<file path="src/rtl/iterative_divider.sv">
// Multi-cycle radix-2 restoring divider for DIV/DIVU/REM/REMU.
// Signed operations run on magnitudes; the signs are reapplied in a single fix-up cycle.
module iterative_divider #(
   parameter int WIDTH = 32
) (
   input  logic             clk,
   input  logic             rst,
   input  logic             start,
   input  logic [1:0]       op,
   input  logic [WIDTH-1:0] dividend,
   input  logic [WIDTH-1:0] divisor,
   input  logic             flush,
   output logic             busy,
   output logic             done,
   output logic [WIDTH-1:0] result
);

   localparam int CW = $clog2(WIDTH);
   localparam logic [WIDTH-1:0] ZERO      = {WIDTH{1'b0}};
   localparam logic [WIDTH-1:0] ONE       = {{(WIDTH-1){1'b0}}, 1'b1};
   localparam logic [WIDTH-1:0] ALL_ONES  = {WIDTH{1'b1}};
   localparam logic [WIDTH-1:0] MOST_NEG  = {1'b1, {(WIDTH-1){1'b0}}};
   localparam logic [CW-1:0]    LAST_STEP = CW'(WIDTH-1);

   typedef enum logic [1:0] {
      IDLE = 2'b00,
      CALC = 2'b01,
      FIX  = 2'b10,
      DONE = 2'b11
   } state_t;

   state_t           state_r, state_nxt_s;
   logic [CW-1:0]    cnt_r;
   logic [WIDTH-1:0] quo_r, rem_r, dvs_r, result_r;
   logic             is_rem_r, quo_neg_r, rem_neg_r;

   logic             op_signed_s, dvd_neg_s, dvs_neg_s, div_zero_s, ovf_s, accept_s;
   logic [WIDTH-1:0] dvd_mag_s, dvs_mag_s, rem_next_s;
   logic [WIDTH:0]   rem_shift_s, diff_s;
   logic             qbit_s;

   function automatic logic [WIDTH-1:0] apply_sign(input logic [WIDTH-1:0] v, input logic neg);
      logic [WIDTH-1:0] r;
      if (neg) begin
         r = (~v) + ONE;
      end else begin
         r = v;
      end
      return r;
   endfunction

   // Operand decode at acceptance: magnitudes, signs and the two short-cut cases.
   always_comb begin
      op_signed_s = ~op[0];
      dvd_neg_s   = op_signed_s & dividend[WIDTH-1];
      dvs_neg_s   = op_signed_s & divisor[WIDTH-1];
      dvd_mag_s   = apply_sign(dividend, dvd_neg_s);
      dvs_mag_s   = apply_sign(divisor, dvs_neg_s);
      div_zero_s  = (divisor == ZERO);
      ovf_s       = op_signed_s & (dividend == MOST_NEG) & (divisor == ALL_ONES);
      accept_s    = start & ~flush & (state_r == IDLE);
   end

   // One restoring step; the shifted partial remainder keeps its full WIDTH+1 bits for the trial.
   always_comb begin
      rem_shift_s = {rem_r, quo_r[WIDTH-1]};
      diff_s      = rem_shift_s - {1'b0, dvs_r};
      qbit_s      = (rem_shift_s >= {1'b0, dvs_r});
      if (qbit_s) begin
         rem_next_s = WIDTH'(diff_s);
      end else begin
         rem_next_s = WIDTH'(rem_shift_s);
      end
   end

   // State register.
   always_ff @(posedge clk or negedge rst) begin
      if (!rst) begin
         state_r <= IDLE;
      end else begin
         state_r <= state_nxt_s;
      end
   end

   // Next-state logic; flush overrides everything, including a same-cycle start.
   always_comb begin
      state_nxt_s = state_r;
      if (flush) begin
         state_nxt_s = IDLE;
      end else begin
         case (state_r)
            IDLE: begin
               if (accept_s) begin
                  state_nxt_s = (div_zero_s || ovf_s) ? DONE : CALC;
               end else begin
                  state_nxt_s = IDLE;
               end
            end
            CALC: begin
               if (cnt_r == LAST_STEP) begin
                  state_nxt_s = FIX;
               end else begin
                  state_nxt_s = CALC;
               end
            end
            FIX:     state_nxt_s = DONE;
            DONE:    state_nxt_s = IDLE;
            default: state_nxt_s = IDLE;
         endcase
      end
   end

   // Datapath: operand capture, iteration, sign fix-up and result hold.
   always_ff @(posedge clk or negedge rst) begin
      if (!rst) begin
         cnt_r     <= {CW{1'b0}};
         quo_r     <= ZERO;
         rem_r     <= ZERO;
         dvs_r     <= ZERO;
         result_r  <= ZERO;
         is_rem_r  <= 1'b0;
         quo_neg_r <= 1'b0;
         rem_neg_r <= 1'b0;
      end else if (flush) begin
         cnt_r <= {CW{1'b0}};
      end else begin
         case (state_r)
            IDLE: begin
               if (accept_s) begin
                  cnt_r     <= {CW{1'b0}};
                  quo_r     <= dvd_mag_s;
                  rem_r     <= ZERO;
                  dvs_r     <= dvs_mag_s;
                  is_rem_r  <= op[1];
                  quo_neg_r <= dvd_neg_s ^ dvs_neg_s;
                  rem_neg_r <= dvd_neg_s;
                  if (div_zero_s) begin
                     result_r <= op[1] ? dividend : ALL_ONES;
                  end else if (ovf_s) begin
                     result_r <= op[1] ? ZERO : dividend;
                  end
               end
            end
            CALC: begin
               rem_r <= rem_next_s;
               quo_r <= {quo_r[WIDTH-2:0], qbit_s};
               cnt_r <= cnt_r + CW'(1);
            end
            FIX: begin
               result_r <= is_rem_r ? apply_sign(rem_r, rem_neg_r) : apply_sign(quo_r, quo_neg_r);
            end
            default: begin
               cnt_r <= cnt_r;
            end
         endcase
      end
   end

   // Outputs are decoded straight from registered state.
   always_comb begin
      busy   = (state_r != IDLE);
      done   = (state_r == DONE);
      result = result_r;
   end

endmodule

</file>
<file path="config.mk">
export PLATFORM = sky130hd
export DESIGN_NAME = iterative_divider
export DESIGN_NICKNAME = d
export VERILOG_FILES = /design/src/rtl/iterative_divider.sv
export SDC_FILE = /design/constraint.sdc
export NUM_CORES = 1
export LEC_CHECK = 0
export CORE_ASPECT_RATIO = 0.7
export CORE_UTILIZATION = 53
export DETAILED_ROUTE_END_ITERATION = 6
export PLACE_DENSITY_LB_ADDON = 0.08
export SETUP_SLACK_MARGIN = 0.05
export SKIP_LAST_GASP = 1
export SYNTH_ARGS = -nofsm -noshare
export SYNTH_HDL_FRONTEND = slang
export SYNTH_SLANG_ARGS = --single-unit
export TNS_END_PERCENT = 20
</file>
<file path="constraint.sdc">
create_clock -name clk -period 2.55 [get_ports clk]
set_input_delay 0.51 -clock clk [delete_from_list [all_inputs] [get_ports clk]]
set_output_delay 0.51 -clock clk [all_outputs]
set_load 0.01 [all_outputs]
</file>
==> qor.yml, run 1 <==
p_comb_share_pct: 53.0
grt_first_pass_wirelength_um: 60900
gr-usage-met1_pct: 54.2
cts_root_buffer: "clkbuf_16"
synth_cells: 1389
swShare_pct: 38.8
antenna_left: 0
p_int_uw: 7660
relSlewSlack_pct: 56.6
final_core_util_pct: 80.8
cts_buffers: 17
netlist_area_mm2: 0.0108
antenna_found_initial: 1
drive_above_1_share_pct: 27.9
n_antenna_cell: 0
synth_enable_flop_cells: 0
yosysSeqAreaShare_pct: 32.0
route.detailed.drc: 2
use_met2_pct: 55.5
grt_max_degree: 83
irDropWorstVdd_v: 0.000579
post-place-ws_ns: -1.18
dr.pass1.iters: 7
max_freq_mhz: 321
synth.avg_cell_area_um2: 7.76
port-buffer-count: 103
synth-main-ff-cell: "dfrtp_1"
fin_skew_ns: 0.0181
top_usage_layer: "met2"
syn_nets: 1499
power.leakage_uw: 0.00719
crit_chain: "buf_8 -> buf_6 -> inv_12 -> ha_4 -> or3b_4 -> or4_4 -> or3_4 -> nor2_4 -> nand4_1 -> buf_4 -> a21oi_4 -> buf_6 -> o211ai_1 -> o211ai_1"
dp_cells: 1983
initial_core_util_pct: 54.3
seqPwrFrac_pct: 23.0
cellPowerDensity_mw_per_mm2: 781
failed_checks: "design-rule violations, negative setup slack"
instances_no_fill: 2053
clock_power_share_pct: 24.0
crit_fanout: 7
p_sw_uw: 4860
tns_ns: -28.87
initialDrtViolationCount: 1575
nNetsFinal: 1880
slew_viol_final: 0
worst_path_largest_cell_delay_ns: 0.56
vias_per_cell: 6.13
h-tree-depth: 4
crit_type: "input port to register"
floorplan.die.height_um: 121
die_w_um: 172
clk_latency_ns: 0.45
rsz0062_at_grt: "yes"
post-route-period-util_pct: 122
worstSetupEndpointType: "register"
finalSetupViolCount: 84
routed_wl_um: 40900
overflow: 0
path_clk_slew_ns: 0.07
grt_pass1_vias: 11500
cts_tree: "done"
async_reset_ff_share_pct: 100
cts_hold_buf: 0
grt_use_total_pct: 38.1
place.gp.congestion: 0.979
cts_buffer_depth: 2
arrival_ns: 3.44
maxCapViolCount: 0
tightest_slew_ns: 0.651
row_count: 43
post-dp-hpwl_um: 28100
worst_slack_ns: -0.566
area.growth.synth_to_final_pct: 48.7
wl_per_cell_um: 19.9
yosysWarnings: 0
min_path_type: "input port to async pin"
finalHoldViolations: 0
synth_cell_types: 65
start_kind: "input port"
dieArea_mm2: 0.0209
cp_slowest_cell: "or4_4"
ys_seq_elements: 138
cp.required_ns: 2.87
min_period_ns: 3.12
cts_sinks: 138
grt_util_met3_pct: 10.8
outcome: "complete, but fails checks"
io-pin-count: 104
core_region_area_mm2: 0.0199
vias: 12600
-- placed cells by master (no fill, tap or decap), types with 25 or more instances in the layout --
master,instances
nand2_1,149
clkdlybuf4s50_1,94
inv_1,43
dfrtp_1,134
xnor2_1,65
nor2_1,159
a21oi_1,124
buf_4,307
o211ai_1,25
xor2_1,75
o21ai_0,126
ha_1,26
-- power groups by stage --
stage	Combinational (uW)	Sequential, uW	Clock, uW
after CTS	5670	2830	3000
after detailed placement	5530	2870	0
after floorplan	3060	2880	0
final	6630	2880	3010
after global routing	7090	2910	3100
after global placement	5420	2860	0
-- flip-flops by register name, indices dropped and copies added (netlist names) --
register,flops
result,32
rem_r,32
cnt_r,5
quo_neg_r,1
state_r,2
quo_r,32
is_rem_r,1
dvs_r,32
rem_neg_r,1
-- per-layer routing --
layer  up-vias  share of wire, %
met3       125                11
met2       756                43
met5         -              0.11
met4         2               3.0
met1      5977                43
li1       5723                 -
-- area by class of cell --
class                      instances  area, um^2
fill                            1300        3820
sequential                       138        3460
clock inverter                    10         210
timing repair buffer             443        3860
clock buffer                      22         494
multi-input combinational       1118        7460
tap                              270         338
inverter                          52         210
-- timing repair --
item | 4_1_cts | 5_1_grt
gates cloned | 3 | 4
pin swaps | 22 | 52
setup endpoints to repair | 89 | 93
setup buffers | 13 | 25
gates resized for setup | 53 | 117
-- worst paths after layout --
kind                                       from                endpoint  slack, ns  depth (start not counted)
max                                 dividend[1]  result[26]$_DFFE_PN0P_      -0.57                         14
min                                         rst    dvs_r[8]$_DFFE_PN0P_       0.02                          1
max reg2reg                rem_r[7]$_DFFE_PN0P_  result[23]$_DFFE_PN0P_      -0.45                         10
min reg2reg                dvs_r[5]$_DFFE_PN0P_    dvs_r[5]$_DFFE_PN0P_       0.53                          2
max in group asynchronous                   rst   quo_r[21]$_DFFE_PN0P_       1.84                          2
min in group clk           dvs_r[5]$_DFFE_PN0P_    dvs_r[5]$_DFFE_PN0P_       0.53                          2
-- cells in the mapped netlist, drive strengths merged, types with 3 or more instances --
library cell | number | share of area, %
a31oi | 23 | 1.3
and2 | 3 | 0.17
nor4 | 10 | 0.58
a221oi | 3 | 0.30
a22oi | 4 | 0.28
and3 | 5 | 0.29
a211oi | 8 | 0.56
o21bai | 4 | 0.28
o31a | 3 | 0.24
nand2 | 149 | 5.2
inv | 52 | 1.8
a21boi | 5 | 0.35
a21o | 12 | 0.84
nand3 | 18 | 0.84
o211ai | 25 | 1.7
o22ai | 4 | 0.23
xnor2 | 65 | 5.3
ha | 39 | 4.5
or3 | 16 | 1.0
xor2 | 75 | 6.1
dfrtp | 138 | 32
nor2 | 165 | 5.8
o21a | 6 | 0.42
or2 | 6 | 0.39
clkbuf | 67 | 2.3
o31ai | 26 | 1.9
buf | 14 | 0.67
nor3 | 17 | 0.79
mux2 | 4 | 0.42
nor2b | 9 | 0.52
nand2b | 15 | 0.87
a32oi | 11 | 0.89
or4 | 22 | 1.6
o221ai | 10 | 0.81
nand4 | 15 | 0.87
nand3b | 3 | 0.21
a21oi | 146 | 6.8
nand4b | 3 | 0.24
o41ai | 14 | 1.4
o21ai | 150 | 7.0
mux2i | 9 | 0.84
-- stage by stage --
step	area [um^2]	power, uW	hold slack, ns
after floorplan	10900	5930	0.214
after global placement	14300	8290	0.512
after detailed placement	14300	8400	0.495
after CTS	15400	11500	0.0685
after global routing	16000	13100	0.0724
final	16000	12500	0.0244
-- critical path: cells and delay by family --
kind	cells	cell delay, ns
and+or+nand+nor	5	1.67
adders and majority gates	1	0.12
buffers and inverters	5	0.66
AOI/OAI and AO/OA	3	0.48
-- cell families after synthesis --
logic type                 count (synthesis)  share of synthesized area (%)
muxes                                     13                           1.25
and+or+nand+nor                          464                           20.0
DFF                                      138                           32.0
AOI/OAI and AO/OA                        461                           25.8
adders and majority gates                 40                           4.71
xor gates and xnor gates                 140                           11.4
buffers and inverters                    133                           4.82
No activity file was read; power rests on OpenSTA's default activity.
==> run 2: changes to the inputs <==
ABC_CLOCK_PERIOD_IN_PS = 2550   (was not set)
SLEW_MARGIN = 10   (was not set)
==> results of run 2 <==
Final layout, timing and power as in run 1 (identical DEF).
